--- src/rtl/fetch_unit.sv ---
// fetch_unit: instruction fetch front end.
// Keeps the fetch PC, issues in-order word reads over a valid/ready request
// channel, buffers the in-order responses in a small FIFO and hands them to
// decode with a valid/ready handshake. Redirects flush the buffer and drop the
// responses still in flight; a bus error parks fetch until the next redirect.
// Optional feature: define FETCH_BYPASS_EN to forward a response straight to
// decode in the cycle it arrives when the buffer is empty.

module fetch_unit #(
    parameter logic [31:0] RESET_PC   = 32'h0000_0000,
    parameter int          FIFO_DEPTH = 2
) (
    input  logic        i_clk,
    input  logic        i_rst_n,
    output logic        o_req_valid,
    input  logic        i_req_ready,
    output logic [31:0] o_req_addr,
    input  logic        i_rsp_valid,
    input  logic [31:0] i_rsp_data,
    input  logic        i_rsp_err,
    input  logic        i_redirect,
    input  logic [31:0] i_redirect_pc,
    output logic        o_instr_valid,
    input  logic        i_instr_ready,
    output logic [31:0] o_instr,
    output logic [31:0] o_pc,
    output logic        o_fault
);

    localparam int CW = $clog2(FIFO_DEPTH + 1);
    localparam int PW = $clog2(FIFO_DEPTH);

    typedef enum logic [1:0] {ST_IDLE, ST_RUN, ST_HALT} state_e;

    typedef struct packed {
        logic [31:0] pc;
        logic [31:0] instr;
        logic        fault;
    } entry_t;

    state_e          state_q, state_d;
    logic [31:0]     pc_q, pc_d;
    logic [31:0]     rsp_pc_q, rsp_pc_d;
    logic [CW-1:0]   outstanding_q, outstanding_d;
    logic [CW-1:0]   count_q, count_d;
    logic [CW-1:0]   drop_q, drop_d;
    logic [PW-1:0]   wr_ptr_q, wr_ptr_d;
    logic [PW-1:0]   rd_ptr_q, rd_ptr_d;
    entry_t          mem_q [FIFO_DEPTH];

    logic            rsp_accept;
    logic            rsp_keep;
    logic            req_fire;
    logic            bypass_hit;
    logic            push;
    logic            pop;
    logic [31:0]     redirect_pc;
    entry_t          rsp_entry;
    entry_t          head;

    // Handshake qualifiers, the entry a response would create and the decode-side view.
    always_comb begin
        // NOTE: every signal driven here gets a default first so no latch can be inferred.
        redirect_pc = i_redirect_pc & ~32'h3;
        rsp_accept  = i_rsp_valid && (outstanding_q != '0);
        rsp_keep    = rsp_accept && !i_redirect && (drop_q == '0) && (state_q == ST_RUN);
        rsp_entry   = '{pc: rsp_pc_q, instr: (i_rsp_err ? 32'h0 : i_rsp_data), fault: i_rsp_err};
        head        = mem_q[rd_ptr_q];

        o_req_valid = (state_q == ST_RUN) && !i_redirect &&
                      (int'(outstanding_q) + int'(count_q) < FIFO_DEPTH);
        o_req_addr  = pc_q;
        req_fire    = o_req_valid && i_req_ready;

`ifdef FETCH_BYPASS_EN
        bypass_hit  = rsp_keep && (count_q == '0);
`else
        bypass_hit  = 1'b0;
`endif

        o_instr_valid = 1'b0;
        o_instr       = 32'h0;
        o_pc          = 32'h0;
        o_fault       = 1'b0;
        if (bypass_hit) begin
            o_instr_valid = 1'b1;
            o_instr       = rsp_entry.instr;
            o_pc          = rsp_entry.pc;
            o_fault       = rsp_entry.fault;
        end else if (count_q != '0) begin
            o_instr_valid = !i_redirect;
            o_instr       = head.instr;
            o_pc          = head.pc;
            o_fault       = head.fault;
        end

        pop  = !bypass_hit && o_instr_valid && i_instr_ready;
        push = rsp_keep && !(bypass_hit && i_instr_ready);
    end

    // Next-state: redirect wins over everything, otherwise issue/response/pop bookkeeping.
    always_comb begin
        state_d       = state_q;
        pc_d          = pc_q;
        rsp_pc_d      = rsp_pc_q;
        outstanding_d = outstanding_q;
        count_d       = count_q;
        drop_d        = drop_q;
        wr_ptr_d      = wr_ptr_q;
        rd_ptr_d      = rd_ptr_q;

        if (i_redirect) begin
            state_d       = ST_RUN;
            pc_d          = redirect_pc;
            rsp_pc_d      = redirect_pc;
            outstanding_d = outstanding_q - CW'(rsp_accept);
            drop_d        = outstanding_q - CW'(rsp_accept);
            count_d       = '0;
            rd_ptr_d      = wr_ptr_q;
        end else begin
            case (state_q)
                ST_IDLE: state_d = ST_RUN;
                ST_RUN:  if (rsp_keep && i_rsp_err) state_d = ST_HALT;
                default: state_d = state_q;
            endcase

            if (req_fire) pc_d = pc_q + 32'd4;
            outstanding_d = outstanding_q + CW'(req_fire) - CW'(rsp_accept);

            // Responses belonging to a flushed stream are swallowed first.
            if (rsp_accept && (drop_q != '0)) drop_d = drop_q - CW'(1);
            if (rsp_keep) rsp_pc_d = rsp_pc_q + 32'd4;

            if (push) wr_ptr_d = wr_ptr_q + PW'(1);
            if (pop)  rd_ptr_d = rd_ptr_q + PW'(1);
            count_d = count_q + CW'(push) - CW'(pop);
        end
    end

    // Control state registers.
    always_ff @(posedge i_clk or negedge i_rst_n) begin
        if (!i_rst_n) begin
            state_q       <= ST_IDLE;
            pc_q          <= RESET_PC;
            rsp_pc_q      <= RESET_PC;
            outstanding_q <= '0;
            count_q       <= '0;
            drop_q        <= '0;
            wr_ptr_q      <= '0;
            rd_ptr_q      <= '0;
        end else begin
            // NOTE: sequential state is updated with non-blocking assignments only.
            state_q       <= state_d;
            pc_q          <= pc_d;
            rsp_pc_q      <= rsp_pc_d;
            outstanding_q <= outstanding_d;
            count_q       <= count_d;
            drop_q        <= drop_d;
            wr_ptr_q      <= wr_ptr_d;
            rd_ptr_q      <= rd_ptr_d;
        end
    end

    // Instruction buffer storage.
    // NOTE: the storage array is not reset; count_q alone decides which entries are live.
    always_ff @(posedge i_clk) begin
        if (push) mem_q[wr_ptr_q] <= rsp_entry;
    end

endmodule

--- config.mk ---
export PLATFORM = sky130hd
export DESIGN_NAME = fetch_unit
export DESIGN_NICKNAME = d
export VERILOG_FILES = /design/src/rtl/fetch_unit.sv
export SDC_FILE = /design/constraint.sdc
export NUM_CORES = 1
export LEC_CHECK = 0
export ABC_CLOCK_PERIOD_IN_PS = 4330
export CORE_MARGIN = 2
export CORE_UTILIZATION = 45
export DETAILED_ROUTE_END_ITERATION = 6
export PLACE_DENSITY = 0.73
export SYNTH_ARGS = -nofsm -noshare
export SYNTH_HDL_FRONTEND = slang
export SYNTH_SLANG_ARGS = --single-unit
--- constraint.sdc ---
create_clock -name i_clk -period 4.33 [get_ports i_clk]
set_input_delay 0.6495 -clock i_clk [delete_from_list [all_inputs] [get_ports i_clk]]
set_output_delay 0.6495 -clock i_clk [all_outputs]
set_load 0.01 [all_outputs]
==> results.txt <==
----------------------------------------------------
[Global route]
  Maximum number of pins on one net before global-route repair ... 64
  Overflow left after global routing ... 0
  Global-route usage over all layers ... about a fifth
  First-pass GRT wire length ... 33.9 mm
  Number of antenna violations at the first check in global routing ... 0
  Via count of the first global-routing pass ... between 6000 and 7000

[Floorplan]
  Initial cell density of the core ... 46.2%
  I/O pins ... between 150 and 200
  Number of core rows ... 51
  Die Outline Area ... about 21000 µm²
  Standard cell core area ... ~20000 µm²
  Die width ... 146 µm
  Vertical die dimension ... approximately 150 µm

[Place]
  Port Buffer Count ... around 160
  Detailed Place HPWL ... roughly 14 mm
  Final GP Congestion ... 0.879

[Setup path]
  Type of the setup path with the least slack ... register to output port
  Worst path cell trace ... buf_4 -> mux2i_1 -> nor2_1 -> clkdlybuf4s50_1
  Crit. End Element ... output port
  Data required time at the worst endpoint ... ~3.7 ns
  Kind of start point of the critical path ... register
  Crit path max fanout ... 36
  Data arrival time at the worst-slack endpoint ... between 2 and 3 ns
  Max stage delay on crit path ... 0.84 ns
  Worst-path cell with the longest stage delay ... sky130_fd_sc_hd__dfrtp_4

[CTS]
  Post-CTS repair timing setup buffer count ... 0
  H-tree depth ... 4
  Skew-Pair Late Insertion Delay ... 0.43 ns
  Number of cells upsized or downsized after cts ... 0
  Max clock buf depth ... 2
  CTS Root Buffer Type ... sky130_fd_sc_hd__clkbuf_16
  Clock-pin slew reported for the worst setup and hold paths after clock tree synthesis ... approximately 0.07 ns
  Hold-fix buffers at CTS ... 0
  TritonCTS clock tree ... yes
  Total clock sinks ... roughly 200
  Cts bufs inserted ... 17

[Timing]
  Final critical-path required period ... approximately 3.2 ns
  Total negative slack ... 0 ns
  Final number of setup-violating endpoints ... 0
  Max frequency ... approximately 310 MHz
  Worst Clk Skew ... between 0.01 and 0.015 ns
  Final hold violation count ... 0
  Worst Max-Slew Pin Slew ... roughly 0.8 ns
  Unrepaired setup endpoints after global routing ... no
  Period Utilization, post-route ... 73.7%
  Worst max-slew margin expressed relative to the limit ... 47.6%
  Final Max Tran Viols ... 0

[Final layout]
  Register cell area after layout ... ~5500 µm²
  Final Util ... 59.4%
  Antenna diodes ... 0
  Multi-input logic area ... roughly 3300 µm²
  Fraction of final layout cells with drive strength greater than 1 ... 6.86%
  Area growth, synth to finish ... 28.6%
  Fill cell count ... approximately 1600
  Final net count ... roughly 1000

[Detailed routing]
  First-pass iteration count of the detailed router ... 5
  Vias per std cell ... roughly 5.6
  DRC violation count after routing ... 0
  Final routed wire length divided by cell count ... roughly 17 µm
  Detailed router's first-iteration violation count ... about 620
  Detail Route Antenna Nets ... 0
  DR vias ... around 6700
  Post-detailed-routing wire length ... 20.8 mm

[Job]
  Number of maximum-capacitance constraint violations ... 0

[Logic synthesis]
  Number of cells produced by synthesis ... between 700 and 800
  Cell taking the most area after synthesis ... sky130_fd_sc_hd__edfxtp_1
  Most frequent cells after synthesis ... sky130_fd_sc_hd__edfxtp_1 (126), sky130_fd_sc_hd__nor2_1 (100), sky130_fd_sc_hd__nand2_1 (72), sky130_fd_sc_hd__dfrtp_1 (70), sky130_fd_sc_hd__mux2i_1 (64)
  Post-synthesis sequential element count ... between 150 and 200
  Cell Area, Synth ... 9050 µm²
  Area fraction of the dominant cell type after synthesis ... 41.8%
  Number of distinct standard cells referenced by the synthesized netlist ... 56
  Number of enable-type register cells in the synthesized netlist ... around 130
  Dominant register cell in the synthesized netlist ... sky130_fd_sc_hd__edfxtp_1
  Number of warning messages in the yosys log ... 0
  Synth Area per Inst ... around 12 µm²
  Fraction of registers with async set/reset ... a little over a third
  Most frequent cell after synthesis ... sky130_fd_sc_hd__edfxtp_1
  Top post-synthesis cells by area ... sky130_fd_sc_hd__edfxtp_1 (42%), sky130_fd_sc_hd__dfrtp_1 (19%), sky130_fd_sc_hd__mux2i_1 (7.1%), sky130_fd_sc_hd__nor2_1 (4.1%), sky130_fd_sc_hd__nand2_1 (3.0%)
  Post-synthesis sequential area ratio ... about three fifths

[Worst hold path]
  Path class of the lowest-slack min-delay path ... input port to asynchronous set/reset pin

[Status]
  Result of the run ... complete, no violations

[Power]
  Worst voltage drop across the vdd grid ... between 200 and 300 µV
  Leakage Power ... between 4 and 5 nW
  Power density over the cells ... 471 nW/µm²

----------------------------------------------------
[per-layer routing]
layer	vias up	track usage, %	wire length (µm)
met5	-	0	0
met4	0	5.93	303
met3	24	4.45	1250
met2	271	32.2	9790
met1	3287	27.2	9440
li1	3164	-	-
[cell families after synthesis]
kind of cell,share of synthesized area [%]
other,0.0414
and+or+nand+nor,17.3
AOI/OAI and AO/OA,8.92
buffers and inverters,2.52
muxes,7.33
DFF,61.2
adders and majority gates,1.33
xor gates and xnor gates,1.36
[worst max-delay path: cells and delay by family, from the launching register on]
| family | cells | cell delay, ns |
|---|---|---|
| muxes | 1 | 0.26 |
| and+or+nand+nor | 1 | 0.07 |
| buffers and inverters | 2 | 0.92 |
| DFF | 1 | 0.84 |
[final timing paths]
kind / start / to / slack (ns) / cells after the start
worst max-delay path: rd_ptr_q$_DFFE_PN0P_ / o_instr[20] / 1.14 / 4
worst min-delay path: i_rst_n / o_req_addr[30]$_DFFE_PN0P_ / 0.18 / 1
worst max register to register: count_q[0]$_DFF_PN0_ / outstanding_q[1]$_DFF_PN0_ / 1.23 / 12
worst min register to register: rsp_pc_q[20]$_DFFE_PN0P_ / mem_q[0][53]$_DFFE_PP_ / 0.53 / 0
max in group asynchronous: i_rst_n / rd_ptr_q$_DFFE_PN0P_ / 3.30 / 2
min in group i_clk: rsp_pc_q[20]$_DFFE_PN0P_ / mem_q[0][53]$_DFFE_PP_ / 0.53 / 0
[stage by stage]
step                instance area [µm²]  setup WS, ns  instances  hold slack [ns]  power [W]
finish                            11600          1.14       1212            0.177    0.00548
global route                      11600         0.976       1212            0.181    0.00576
CTS                               11600          1.09       1212            0.179    0.00553
detailed placement                11000         0.996       1180            0.521    0.00394
global placement                  11000          1.07       1180            0.499    0.00390
floorplan                          9060         0.753        775            0.354    0.00328
[state kept, by name (all words and copies together) (netlist names)]
signal	cells
outstanding_q	2
state_q	2
count_q	2
rd_ptr_q	1
rsp_pc_q	30
mem_q	126
o_req_addr	30
drop_q	2
wr_ptr_q	1
[report_power, final]
group | internal (W) | leakage [nW] | switching (W) | total [W]
clock network | 0.000870 | 0.283 | 0.000715 | 0.00158
logic | 0.000727 | 1.95 | 0.000687 | 0.00141
registers | 0.00221 | 1.99 | 0.000270 | 0.00248
total | 0.00380 | 4.23 | 0.00167 | 0.00548
[area by class of cell]
class / instances / share of cell area [%]
inverters: 17 / 0.549
repair buffers: 178 / 15.4
well taps: 265 / 2.85
flip-flops and latches: 196 / 47.6
multi-input cells: 524 / 28.5
clock inverters: 14 / 1.45
clock buffers: 18 / 3.69
[layout by cell type, fill, tap and decap left out, types with 4 or more instances in the layout]
master	instances
sky130_fd_sc_hd__nor2_1	98
sky130_fd_sc_hd__buf_12	4
sky130_fd_sc_hd__dfrtp_1	69
sky130_fd_sc_hd__nand3_1	41
sky130_fd_sc_hd__o211ai_1	21
sky130_fd_sc_hd__o21ai_0	38
sky130_fd_sc_hd__edfxtp_1	126
sky130_fd_sc_hd__a31oi_1	8
sky130_fd_sc_hd__and2_1	6
sky130_fd_sc_hd__xnor2_1	7
sky130_fd_sc_hd__conb_1	4
sky130_fd_sc_hd__nand4_1	15
sky130_fd_sc_hd__a21oi_1	8
sky130_fd_sc_hd__nor3_1	9
sky130_fd_sc_hd__nand2_1	72
sky130_fd_sc_hd__inv_1	15
sky130_fd_sc_hd__clkinv_4	4
sky130_fd_sc_hd__o311ai_0	21
sky130_fd_sc_hd__clkbuf_16	17
sky130_fd_sc_hd__a41oi_1	5
sky130_fd_sc_hd__and3_1	9
sky130_fd_sc_hd__clkdlybuf4s50_1	162
sky130_fd_sc_hd__ha_1	8
sky130_fd_sc_hd__buf_4	11
sky130_fd_sc_hd__mux2i_1	64
sky130_fd_sc_hd__nor2b_1	35
sky130_fd_sc_hd__xor2_1	7
Power figures use the tool's default switching activity.
